[config.mk]
export PLATFORM = sky130hd
export DESIGN_NAME = ev20_pc_sequencer_flat
export DESIGN_NICKNAME = d
export VERILOG_FILES = /design/src/rtl/ev20_pc_sequencer_if.sv /design/src/rtl/ev20_pc_sequencer.sv /design/src/flat_wrapper.sv
export SDC_FILE = /design/constraint.sdc
export NUM_CORES = 1
export LEC_CHECK = 0
export CORE_MARGIN = 2
export CORE_UTILIZATION = 42
export CTS_CLUSTER_SIZE = 8
export DETAILED_ROUTE_END_ITERATION = 16
export GPL_TIMING_DRIVEN = 1
export HOLD_SLACK_MARGIN = 0.02
export PLACE_DENSITY = 0.91
export SETUP_SLACK_MARGIN = 0.1
export SLEW_MARGIN = 5
export SYNTH_ARGS = -nofsm -noshare
export SYNTH_HDL_FRONTEND = slang
export SYNTH_SLANG_ARGS = --single-unit
[constraint.sdc]
create_clock -name clk -period 1.6 [get_ports clk]
set_input_delay 0.48 -clock clk [delete_from_list [all_inputs] [get_ports clk]]
set_output_delay 0.48 -clock clk [all_outputs]
set_load 0.01 [all_outputs]
[src/rtl/ev20_pc_sequencer_if.sv]
`default_nettype none
// ============================================================================
// Module      : ev20_pc_sequencer_if
// Description : Bundle of the memory-fetch, decoder-issue and redirect
//               signals of the EV-20 PC sequencer.
//               master = the sequencer itself, slave = its surroundings
//               (program memory, decoder, execute stage).
// Ports       : mem_req/mem_addr/mem_ack/mem_rdata  program-memory fetch
//               ir_valid/ir_ready/ir_data/ir_pc     decoder issue
//               jump_req/call_req/ret_req/jump_addr redirects
//               halt, stack_err                     control / status
// Revision    : 1.0  initial release
// ============================================================================
interface ev20_pc_sequencer_if #(
  parameter int PC_WIDTH    = 10,
  parameter int INSTR_WIDTH = 16
);
  logic                   mem_req;
  logic [PC_WIDTH-1:0]    mem_addr;
  logic                   mem_ack;
  logic [INSTR_WIDTH-1:0] mem_rdata;
  logic                   ir_valid;
  logic                   ir_ready;
  logic [INSTR_WIDTH-1:0] ir_data;
  logic [PC_WIDTH-1:0]    ir_pc;
  logic                   jump_req;
  logic                   call_req;
  logic                   ret_req;
  logic [PC_WIDTH-1:0]    jump_addr;
  logic                   halt;
  logic                   stack_err;

  modport master (
    output mem_req, mem_addr, ir_valid, ir_data, ir_pc, stack_err,
    input  mem_ack, mem_rdata, ir_ready, jump_req, call_req, ret_req,
           jump_addr, halt
  );

  modport slave (
    input  mem_req, mem_addr, ir_valid, ir_data, ir_pc, stack_err,
    output mem_ack, mem_rdata, ir_ready, jump_req, call_req, ret_req,
           jump_addr, halt
  );
endinterface
`default_nettype wire

[src/rtl/ev20_pc_sequencer.sv]
`default_nettype none
// ============================================================================
// Module      : ev20_pc_sequencer
// Description : Program counter and instruction-fetch sequencer. Fetches one
//               word per req/ack handshake, presents it with its address on a
//               valid/ready handshake, and applies jump/call/return redirects.
// Ports       : clk, rst (sync, active-high)
//               seq : ev20_pc_sequencer_if.master (fetch, issue, redirects)
// Options     : `EV20_PC_STACK_EN enables the STACK_DEPTH-entry return-address
//               stack; without it call acts as jump, ret is ignored and
//               stack_err stays 0.
// Revision    : 1.0  initial release
// ============================================================================
module ev20_pc_sequencer #(
  parameter int                  PC_WIDTH     = 10,
  parameter int                  INSTR_WIDTH  = 16,
  parameter logic [PC_WIDTH-1:0] RESET_VECTOR = '0,
  parameter int                  STACK_DEPTH  = 4
) (
  input  logic                clk,
  input  logic                rst,
  ev20_pc_sequencer_if.master seq
);

  typedef enum logic [1:0] {
    S_IDLE   = 2'd0,
    S_FETCH  = 2'd1,
    S_ISSUE  = 2'd2,
    S_HALTED = 2'd3
  } state_t;

  state_t                 state_q, state_d;
  logic [PC_WIDTH-1:0]    pc_q, pc_d;
  logic [PC_WIDTH-1:0]    ir_pc_q, ir_pc_d;
  logic [INSTR_WIDTH-1:0] ir_data_q, ir_data_d;
  logic                   stack_err_q, stack_err_d;
  logic                   redirect;
  logic [PC_WIDTH-1:0]    target;

`ifdef EV20_PC_STACK_EN
  localparam int IDX_W = (STACK_DEPTH > 1) ? $clog2(STACK_DEPTH) : 1;
  localparam int SP_W  = $clog2(STACK_DEPTH + 1);

  logic [PC_WIDTH-1:0] stack_q [STACK_DEPTH];
  logic [PC_WIDTH-1:0] stack_d [STACK_DEPTH];
  logic [SP_W-1:0]     sp_q, sp_d;
  logic [IDX_W-1:0]    top_idx, push_idx;

  // Only consulted when the stack is non-empty (top) or not full (push),
  // so the truncation never aliases a live entry.
  assign top_idx  = IDX_W'(sp_q - SP_W'(1));
  assign push_idx = IDX_W'(sp_q);
`else
  logic unused_stack;
  assign unused_stack = seq.ret_req ^ (STACK_DEPTH > 0);
`endif

  always_comb begin
    state_d     = state_q;
    pc_d        = pc_q;
    ir_data_d   = ir_data_q;
    ir_pc_d     = ir_pc_q;
    stack_err_d = stack_err_q;
    redirect    = 1'b0;
    target      = pc_q;
`ifdef EV20_PC_STACK_EN
    stack_d     = stack_q;
    sp_d        = sp_q;
`endif

    // Redirect decode; IDLE ignores redirects entirely (no stack side effects).
    if (state_q != S_IDLE) begin
`ifdef EV20_PC_STACK_EN
      if (seq.ret_req) begin
        redirect = 1'b1;
        if (sp_q != '0) begin
          target = stack_q[top_idx];
          sp_d   = sp_q - SP_W'(1);
        end else begin
          stack_err_d = 1'b1;       // empty pop: refetch from current pc
        end
      end else if (seq.call_req) begin
        redirect = 1'b1;
        target   = seq.jump_addr;
        if (sp_q == SP_W'(STACK_DEPTH)) begin
          stack_err_d = 1'b1;       // full: drop the push, still jump
        end else begin
          stack_d[push_idx] = pc_q;
          sp_d              = sp_q + SP_W'(1);
        end
      end else if (seq.jump_req) begin
        redirect = 1'b1;
        target   = seq.jump_addr;
      end
`else
      if (seq.call_req || seq.jump_req) begin
        redirect = 1'b1;
        target   = seq.jump_addr;
      end
`endif
    end

    case (state_q)
      S_IDLE:   state_d = S_FETCH;
      S_FETCH: begin
        if (seq.mem_ack) begin
          ir_data_d = seq.mem_rdata;
          ir_pc_d   = pc_q;
          pc_d      = pc_q + PC_WIDTH'(1);
          state_d   = S_ISSUE;
        end
      end
      S_ISSUE: begin
        if (seq.ir_ready) state_d = seq.halt ? S_HALTED : S_FETCH;
      end
      S_HALTED: state_d = S_HALTED;
      default:  state_d = S_IDLE;
    endcase

    // A redirect overrides everything above: a same-cycle fetch is dropped,
    // the increment is suppressed and halt has no effect.
    if (redirect) begin
      pc_d      = target;
      state_d   = S_FETCH;
      ir_data_d = ir_data_q;
      ir_pc_d   = ir_pc_q;
    end
  end

  always_ff @(posedge clk) begin
    if (rst) begin
      state_q     <= S_IDLE;
      pc_q        <= RESET_VECTOR;
      ir_data_q   <= '0;
      ir_pc_q     <= '0;
      stack_err_q <= 1'b0;
    end else begin
      state_q     <= state_d;
      pc_q        <= pc_d;
      ir_data_q   <= ir_data_d;
      ir_pc_q     <= ir_pc_d;
      stack_err_q <= stack_err_d;
    end
  end

`ifdef EV20_PC_STACK_EN
  always_ff @(posedge clk) begin
    if (rst) begin
      sp_q    <= '0;
      stack_q <= '{default: '0};
    end else begin
      sp_q    <= sp_d;
      stack_q <= stack_d;
    end
  end
`endif

  assign seq.mem_req   = (state_q == S_FETCH);
  assign seq.mem_addr  = pc_q;
  assign seq.ir_valid  = (state_q == S_ISSUE);
  assign seq.ir_data   = ir_data_q;
  assign seq.ir_pc     = ir_pc_q;
  assign seq.stack_err = stack_err_q;

endmodule
`default_nettype wire

[src/flat_wrapper.sv]
// flat-port wrapper written by rule: the top's interface ports become plain ports
module ev20_pc_sequencer_flat 
#(
  parameter int                  PC_WIDTH     = 10,
  parameter int                  INSTR_WIDTH  = 16,
  parameter logic [PC_WIDTH-1:0] RESET_VECTOR = '0,
  parameter int                  STACK_DEPTH  = 4
)
  (clk, rst, seq_mem_req, seq_mem_addr, seq_ir_valid, seq_ir_data, seq_ir_pc, seq_stack_err, seq_mem_ack, seq_mem_rdata, seq_ir_ready, seq_jump_req, seq_call_req, seq_ret_req, seq_jump_addr, seq_halt);
  ev20_pc_sequencer_if #(.PC_WIDTH(PC_WIDTH), .INSTR_WIDTH(INSTR_WIDTH)) seq_i ();
  input  logic clk;
  input  logic rst;
  output wire logic [$bits(seq_i.mem_req)-1:0] seq_mem_req;
  output wire logic [$bits(seq_i.mem_addr)-1:0] seq_mem_addr;
  output wire logic [$bits(seq_i.ir_valid)-1:0] seq_ir_valid;
  output wire logic [$bits(seq_i.ir_data)-1:0] seq_ir_data;
  output wire logic [$bits(seq_i.ir_pc)-1:0] seq_ir_pc;
  output wire logic [$bits(seq_i.stack_err)-1:0] seq_stack_err;
  input wire logic [$bits(seq_i.mem_ack)-1:0] seq_mem_ack;
  input wire logic [$bits(seq_i.mem_rdata)-1:0] seq_mem_rdata;
  input wire logic [$bits(seq_i.ir_ready)-1:0] seq_ir_ready;
  input wire logic [$bits(seq_i.jump_req)-1:0] seq_jump_req;
  input wire logic [$bits(seq_i.call_req)-1:0] seq_call_req;
  input wire logic [$bits(seq_i.ret_req)-1:0] seq_ret_req;
  input wire logic [$bits(seq_i.jump_addr)-1:0] seq_jump_addr;
  input wire logic [$bits(seq_i.halt)-1:0] seq_halt;
  assign seq_mem_req = seq_i.mem_req;
  assign seq_mem_addr = seq_i.mem_addr;
  assign seq_ir_valid = seq_i.ir_valid;
  assign seq_ir_data = seq_i.ir_data;
  assign seq_ir_pc = seq_i.ir_pc;
  assign seq_stack_err = seq_i.stack_err;
  assign seq_i.mem_ack = seq_mem_ack;
  assign seq_i.mem_rdata = seq_mem_rdata;
  assign seq_i.ir_ready = seq_ir_ready;
  assign seq_i.jump_req = seq_jump_req;
  assign seq_i.call_req = seq_call_req;
  assign seq_i.ret_req = seq_ret_req;
  assign seq_i.jump_addr = seq_jump_addr;
  assign seq_i.halt = seq_halt;
  ev20_pc_sequencer #(.PC_WIDTH(PC_WIDTH), .INSTR_WIDTH(INSTR_WIDTH), .RESET_VECTOR(RESET_VECTOR), .STACK_DEPTH(STACK_DEPTH)) u_core (.clk(clk), .rst(rst), .seq(seq_i));
endmodule
### After elaboration in Yosys (flattened, before gate mapping)

Index checks and enable logic that the tools add are counted.

| storage, ports and cells | value |
|---|---|
| logic and storage cells | 38 |
| RAM bits | 0 |
| bits in registers | 38 |
| ROM bits | 0 |
| input bits | 34 |
| output and inout bits | 39 |
| memories | 0 |
| latch bits | 0 |

| cells by class | value |
|---|---|
| bitwise operators | 1 |
| reductions and logical operators | 10 |
| equality and inequality tests | 9 |
| div/mod/pow operators | 0 |
| multipliers | 0 |
| multiplexer cells | 12 |
| order comparisons | 0 |
| shift operators | 0 |
| add/subtract/negate cells | 1 |

Operators with widths:

| kind | count |
|---|---|
| 10-bit two-way mux | 5 |
| 10-bit by 1-bit adder with 10-bit output, second input constant | 1 |
| 2-bit one-hot mux with 4 select lines | 1 |
| 2-bit two-way mux | 3 |
| 3-bit by 1-bit inequality test with 1-bit output, second input constant | 2 |
| 2-bit nonzero test | 3 |
| 2-bit equality test, second input constant | 2 |
| 2-bit by 1-bit inequality test with 1-bit output, second input constant | 2 |
| 2-bit inequality test, second input constant | 2 |
| 2-bit AND reduction | 2 |
| 4-bit AND reduction | 1 |
| 1-bit two-way mux | 3 |
| 3-bit AND reduction | 1 |
| 2-bit by 1-bit equality test with 1-bit output, second input constant | 1 |
| 2-bit logical NOT | 1 |
| 2-bit OR reduction | 1 |
| 1-bit logical OR | 1 |
| 1-bit inverter | 1 |

### Longest topological paths before layout

Gate-level depths: netlist (run 1).

| logic depth | value |
|---|---|
| depth after elaboration | 5 |
| mapped depth | 6 |
| gate-level depth less buffers | 5 |

### Least setup slack after synthesis (run 1)

OpenSTA, ideal clock, no wires.

| timing path | value |
|---|---|
| path kind | register to register |
| from | reg u_core.pc_q[1], in the netlist u_core.seq.mem_addr[1] |
| to | reg u_core.pc_q[6], in the netlist u_core.seq.mem_addr[6] |
| buffers on the path | 0 |
| period minus slack after synthesis | 1460 ps |
| path slack | 140 ps |
| arrival | 1369 ps |
| required time | 1509 ps |
| cell stages (with the launch flop) | 5 |
| setup time | 91 ps |
| cell sequence | dfxtp_1 ha_1 nand4b_2 or3_1 a311oi_1 |

| on the way | value |
|---|---|
| cells in the longest elaborated chain, start to end | 4 |

RTL lines:

| item | line | RTL |
|---|---|---|
| start: declaration | ev20_pc_sequencer.sv:33 | `logic [PC_WIDTH-1:0] pc_q, pc_d;` |
| start signal: assignment | ev20_pc_sequencer.sv:139 | `pc_q <= pc_d;` |
| 10-bit by 1-bit adder with 10-bit output | ev20_pc_sequencer.sv:109 | `pc_d = pc_q + PC_WIDTH'(1);` |
| 10-bit two-way mux | ev20_pc_sequencer.sv:106 | `if (seq.mem_ack) begin` |
| 10-bit two-way mux | ev20_pc_sequencer.sv:103 | `case (state_q)` |
| 10-bit two-way mux | ev20_pc_sequencer.sv:122 | `if (redirect) begin` |

No other way between the ends. The select of a mux whose other input is x is not followed.
A chain may end at the register's enable or synchronous reset.

### Worst setup path in the final report (run 1)

| timing path | value |
|---|---|
| from | reg u_core.state_q[1] |
| to | reg u_core.ir_data_q[3], in the netlist u_core.seq.ir_data[3] |

| on the way | value |
|---|---|
| cells in the longest elaborated chain, start to end | 4 |
| elaborated cells between the ends (all ways) | 5 |
| classes of those cells | eq/ne: 1; mux: 1; bitwise: 1; reduce/logical: 2 |

RTL lines:

| item | line | RTL |
|---|---|---|
| start: declaration | ev20_pc_sequencer.sv:32 | `state_t state_q, state_d;` |
| start signal: assignment | ev20_pc_sequencer.sv:138 | `state_q <= state_d;` |
| 2-bit nonzero test | ev20_pc_sequencer.sv:72 | `if (state_q != S_IDLE) begin` |
| 1-bit two-way mux | ev20_pc_sequencer.sv:72 |  |
| 1-bit inverter (no line) | - |  |
| 3-bit AND reduction (no line) * | - |  |
| end signal: assignment | ev20_pc_sequencer.sv:140 | `ir_data_q <= ir_data_d;` |
| end: declaration | ev20_pc_sequencer.sv:35 | `logic [INSTR_WIDTH-1:0] ir_data_q, ir_data_d;` |

Every way passes the cells marked *; elsewhere a longest branch is shown, timed or not.

==> results of run 1 <==
[routing by layer]
layer	part of all wire [%]	track usage, %
met5	0	0
met4	0.53	5.61
met2	53	38.4
met3	5.0	5.17
met1	42	26.9
[power groups by stage]
stage          Combinational, mW  Sequential (mW)  Clock (mW)
6_report                   0.417             1.02       0.820
5_1_grt                    0.447             1.03       0.870
4_1_cts                    0.395             1.02       0.829
3_5_place_dp               0.401             1.04           0
3_3_place_gp               0.394             1.04           0
2_1_floorplan              0.130             1.06           0
[area by class of cell]
type,instances,area (sq um)
tap,48,60.1
fill,286,933
multi-input combinational,138,882
inverter,2,7.51
timing repair buffer,103,977
clock inverter,1,30.0
sequential,38,771
clock buffer,6,82.6
[cells by family after synthesis]
family          count (synthesis)  synth area share, %
compound gates                 40                 16.9
flops                          38                 45.3
simple gates                   89                 27.4
other cells                     1                0.223
buf+inv                        14                 5.74
fa+ha+maj                       1                0.746
xor+xnor                        7                 3.65
[registers in the layout, summed over array words and instances (netlist names)]
register / count
u_core.seq.ir_data: 16
u_core.seq.ir_pc: 10
u_core.seq.mem_addr: 10
u_core.state_q: 2
[Yosys cell counts (3+ instances only)]
cell type and number:
a211oi_1 5, nand2_1 48, xor2_1 3, nor2_1 12
clkbuf_1 5, a311oi_1 3, nand2_2 10, xnor2_1 4
buf_4 3, dfxtp_1 38, a21oi_1 17, a21oi_2 10
[tightest hold or removal path, cell delays in order, from the launching register on]
cell and delay (ns):
dfxtp_1 0.31, nand2_1 0.05, a21oi_1 0.05
[worst paths after layout]
check | start | cells past startpoint | end
worst max-delay path | u_core.state_q[1] | 6 | u_core.seq.ir_data[3]
worst min-delay path | u_core.seq.ir_data[11] | 2 | u_core.seq.ir_data[11]
worst max register to register | u_core.state_q[1] | 6 | u_core.seq.ir_data[3]
worst min register to register | u_core.seq.ir_data[11] | 2 | u_core.seq.ir_data[11]
[layout by cell type, fill, tap and decap left out, types with 4 or more instances in the layout]
cell type / netlist / routed
dlygate4sd2_1: 0 / 37
clkdlybuf4s50_1: 0 / 28
buf_6: 2 / 7
dfxtp_2: 0 / 5
nand2_2: 10 / 15
a21oi_1: 17 / 15
buf_4: 3 / 21
a21oi_2: 10 / 12
clkbuf_8: 0 / 6
nor2_1: 12 / 12
xnor2_1: 4 / 4
nand2_1: 48 / 43
a211oi_1: 5 / 4
dfxtp_1: 38 / 32
[timing repair]
action / 4_1_cts / 5_1_grt
gates resized for setup: 62 / 18
pin swaps: 3 / 4
setup endpoints to repair: 74 / 36
gates cloned: 3 / 2
setup buffers: 2 / 1
[through the flow]
step | power (mW) | hold slack, ns | cell area, sq um | utilization (%)
finish | 2.26 | 0.452 | 2810 | 75.1
global route | 2.35 | 0.467 | 2810 | 75.1
CTS | 2.24 | 0.454 | 2730 | 72.9
detailed placement | 1.44 | 0.446 | 2560 | 68.3
global placement | 1.43 | 0.441 | 2560 | 68.3
floorplan | 1.19 | 0.481 | 1680 | -
==> results.sh, run 1 <==
export IMPL_outcome="finished clean"
export IMPL_vdd_drop_max_mv=0.476
export IMPL_synthCells=190
export IMPL_port_buffers=70
export IMPL_htreeDepth=2
export IMPL_regToRegSetupSlack_ns=0.10
export IMPL_fin_skew_ns=0.00548
export IMPL_drive_gt1_share_pct=31.3
export IMPL_timing_critical_path_slowest_cell_delay_ns=0.45
export IMPL_grtUsageTotal_pct=21.9
export IMPL_antenna_cells=0
export IMPL_grt_remaining_overflow=0
export IMPL_fin_nets=323
export IMPL_grt_pass1_vias=1632
export IMPL_cts_tree="done"
export IMPL_ys_types=37
export IMPL_avgSynthCellArea_sq_um=8.83
export IMPL_cp_required_ns=1.77
export IMPL_yosysTopAreaCell="dfxtp_1"
export IMPL_dr_pass1_iters=4
export IMPL_cts_sinks=38
export IMPL_cellLeakagePower_nw=1.25
export IMPL_slew_violations=0
export IMPL_finalHoldViolCount=0
export IMPL_critical_path_arrival_ns=1.67
export IMPL_ys_ff_latch=38
export IMPL_cap_violations=0
export IMPL_dpl_hpwl_um=3140
export IMPL_p_sw_share_pct=24.2
export IMPL_cpMaxStageDelayCell="or3_4"
export IMPL_start_util_pct=44.8
export IMPL_setup_tns_ns=0
export IMPL_power_density_nw_per_um2=805
export IMPL_p_int_mw=1.71
export IMPL_crit_buf_inv=2
export IMPL_place_gp_congestion=0.808
export IMPL_placedCellCount=321
export IMPL_core_area_sq_um=3740
export IMPL_timing_fmax_mhz=668
export IMPL_fp_row_count=22
export IMPL_drtIter0Drc=67
export IMPL_start_kind="register"
export IMPL_antenna_found_initial=0
export IMPL_crit_type="register to register"
export IMPL_seq_power_share_pct=45.3
export IMPL_critPathCaptureType="register"
export IMPL_wl_um=5100
export IMPL_min_path_type="register to register"
export IMPL_syn2layout_area_growth_pct=67.5
export IMPL_post_place_ws_ns=-0.446
export IMPL_synthFlopType="dfxtp_1"
export IMPL_dieArea_sq_um=4520
export IMPL_routed_via_density=5.07
export IMPL_layout_min_cycle_time_ns=1.50
export IMPL_vias=1705
export IMPL_grt_max_degree=18
export IMPL_crit_chain="buf_6, nand3b_4, or3_4, buf_12, nand2_1, a21oi_2"
export IMPL_setup_viol=0
export IMPL_synth_seq_area_share_pct=45.3
export IMPL_synth_top_area_share_pct=45.3
export IMPL_syn_area_sq_um=1680
export IMPL_wl_per_cell_um=15.2
export IMPL_cts_hold_buf=0
export IMPL_grt_pass1_wl_um=7450
export IMPL_cts_max_path_buffers=2
export IMPL_clkPwrFrac_pct=36.3
export IMPL_detail_route_antenna_nets=0
export IMPL_synth_edf_count=0
export IMPL_async_flop_share_pct=0
export IMPL_crit_family="simple AND/OR/NAND/NOR gates"
export IMPL_cts_buffers=5
export IMPL_cts_root_buffer="clkbuf_8"
export IMPL_finalCritPeriodShare_pct=93.6
export IMPL_syn_num_nets=225
export IMPL_fin_cells=336
export IMPL_yosys_warnings=0
export IMPL_clock_latency_ns=0.28
export IMPL_setup_ws_ns=0.102
export IMPL_cp_max_fo=13
export IMPL_combPwrFrac_pct=18.4
export IMPL_io_pin_count=73
export IMPL_chipHeight_um=67.2
export IMPL_path_clk_slew_ns=0.07
export IMPL_switchingPower_mw=0.548
export IMPL_die_w_um=67.2
export IMPL_rsz0062_at_grt="true"
export IMPL_synth_area_leaders="dfxtp_1 (45%), nand2_1 (11%), a21oi_2 (5.2%), a21oi_1 (5.1%), nand2_2 (3.7%)"
export IMPL_drc=0
Note: power is estimated with default switching activity, not from simulation.
==> run 2: changes to the inputs <==
--- a/config.mk
+++ b/config.mk
@@ -6,12 +6,12 @@
 export NUM_CORES = 1
 export LEC_CHECK = 0
 export CORE_MARGIN = 2
-export CORE_UTILIZATION = 42
+export CORE_UTILIZATION = 38
 export CTS_CLUSTER_SIZE = 8
 export DETAILED_ROUTE_END_ITERATION = 16
 export GPL_TIMING_DRIVEN = 1
 export HOLD_SLACK_MARGIN = 0.02
-export PLACE_DENSITY = 0.91
+export PLACE_DENSITY = 0.87
 export SETUP_SLACK_MARGIN = 0.1
 export SLEW_MARGIN = 5
 export SYNTH_ARGS = -nofsm -noshare
==> constraint.sdc (replaced) <==
create_clock -name clk -period 1.2 [get_ports clk]
set_input_delay 0.36 -clock clk [delete_from_list [all_inputs] [get_ports clk]]
set_output_delay 0.36 -clock clk [all_outputs]
set_load 0.01 [all_outputs]
==> run 2 against run 1 <==
The run now ends with negative setup slack left. Total power is 37% higher. Die area is 9.9% higher. Wire length grew 26%. Utilization increased by 7.0 points. Worst setup slack got worse by 0.34 ns. Maximum frequency up 4.4%. Global-route usage grew 0.57 points. Sequential power rose by 36%. Critical endpoint is now u_core.seq.ir_pc[3].
==> results.sh, run 2 (same netlist as run 1, synthesis figures left out) <==
export IMPL_min_path_type="register to register"
export IMPL_timing_fmax_mhz=697
export IMPL_grt_pass1_wl_um=8890
export IMPL_fin_cells=381
export IMPL_slew_violations=0
export IMPL_power_density_nw_per_um2=882
export IMPL_routed_via_density=5.23
export IMPL_die_w_um=70.5
export IMPL_critPathCaptureType="register"
export IMPL_clock_latency_ns=0.28
export IMPL_placedCellCount=340
export IMPL_drive_gt1_share_pct=70.8
export IMPL_fin_skew_ns=0.00698
export IMPL_cp_max_fo=7
export IMPL_fin_nets=363
export IMPL_dieArea_sq_um=4960
export IMPL_start_kind="register"
export IMPL_dpl_hpwl_um=3390
export IMPL_cts_root_buffer="clkbuf_8"
export IMPL_layout_commonest_cell="buf_4"
export IMPL_wl_um=6430
export IMPL_vias=1991
export IMPL_port_buffers=70
export IMPL_place_gp_congestion=0.811
export IMPL_critical_path_arrival_ns=1.65
export IMPL_final_area_sq_um=3520
export IMPL_outcome="finished with violations"
export IMPL_rsz0062_at_grt="true"
export IMPL_syn2layout_area_growth_pct=110
export IMPL_vdd_drop_max_mv=0.686
export IMPL_drtIter0Drc=112
export IMPL_wl_per_cell_um=16.9
export IMPL_finalCritPeriodShare_pct=120
export IMPL_dr_pass1_iters=4
export IMPL_cts_hold_buf=0
export IMPL_layout_min_cycle_time_ns=1.43
export IMPL_crit_type="register to register"
export IMPL_fp_row_count=24
export IMPL_grt_pass1_vias=1869
export IMPL_chipHeight_um=70.5
export IMPL_finalHoldViolCount=0
export IMPL_cts_tree="done"
export IMPL_antenna_found_initial=0
export IMPL_cts_sinks=38
export IMPL_cp_required_ns=1.41
export IMPL_detail_route_antenna_nets=0
export IMPL_core_area_sq_um=4290
export IMPL_grt_remaining_overflow=0
export IMPL_grt_max_degree=27
export IMPL_cts_max_path_buffers=2
export IMPL_antenna_cells=0
export IMPL_p_total_mw=3.11
export IMPL_setup_tns_ns=-6.94
export IMPL_setup_viol=42
export IMPL_cellLeakagePower_nw=1.58
export IMPL_path_clk_slew_ns=0.08
export IMPL_start_util_pct=39.1
export IMPL_io_pin_count=73
export IMPL_violations="negative setup slack"
export IMPL_grtUsageTotal_pct=22.5
export IMPL_cts_buffers=5
export IMPL_fin_util_pct=82.0
export IMPL_htreeDepth=2
export IMPL_drc=0
export IMPL_place_area_sq_um=2730
export IMPL_setup_ws_ns=-0.235
export IMPL_regToRegSetupSlack_ns=-0.23
export IMPL_cap_violations=0
export IMPL_final_cell_mix="buf_4 (52), buf_6 (51), clkdlybuf4s50_1 (28)"
export IMPL_largest_reg_flops=16
[run 2: critical path, stage by stage (launching register included)]
cell	delay, ns
dfxtp_4	0.37
buf_6	0.10
nand3b_4	0.08
buf_6	0.13
nor3_4	0.16
buf_6	0.17
buf_12	0.14
nand2_2	0.06
a21oi_2	0.14
[run 2: stage by stage]
step / hold WS, ns / worst slack, ns
floorplan: 0.476 / -0.164
global placement: 0.437 / -0.645
CTS: 0.452 / -0.198
finish: 0.463 / -0.235
global route: 0.470 / -0.281
detailed placement: 0.444 / -0.702
[run 2: final timing paths]
path                                             from               endpoint  depth (start not counted)
worst min register to register  u_core.seq.ir_data[5]  u_core.seq.ir_data[5]                          2
worst max-delay path                u_core.state_q[0]    u_core.seq.ir_pc[3]                          8
worst max register to register      u_core.state_q[0]    u_core.seq.ir_pc[3]                          8
worst min-delay path            u_core.seq.ir_data[5]  u_core.seq.ir_data[5]                          2
[run 2: repair_timing]
item | in CTS | in global routing
pin swaps | 22 | 29
setup endpoints to repair | 76 | 76
cloned | 3 | 1
buffers inserted | 11 | 20
gates resized for setup | 239 | 70
[run 2: layout make-up]
| cell class | count | area (sq um) |
|---|---|---|
| well taps | 52 | 65.1 |
| clock buffers | 7 | 86.3 |
| inverters | 2 | 7.51 |
| multi-input cells | 138 | 1110 |
| flip-flops and latches | 38 | 832 |
| fillers | 239 | 772 |
| repair buffers | 143 | 1410 |
| clock inverters | 1 | 5.00 |
[run 2: routing by layer]
metal	track usage [%]	vias up	wire length [um]
li1	-	922	-
met1	27.6	965	2410
met2	38.3	86	3470
met3	5.34	18	382
met4	7.69	0	163
met5	0	-	0
[run 2: power breakdown]
part,switching [mW],internal [mW]
Combinational,0.334,0.460
Sequential,0.0770,1.32
Clock,0.455,0.464
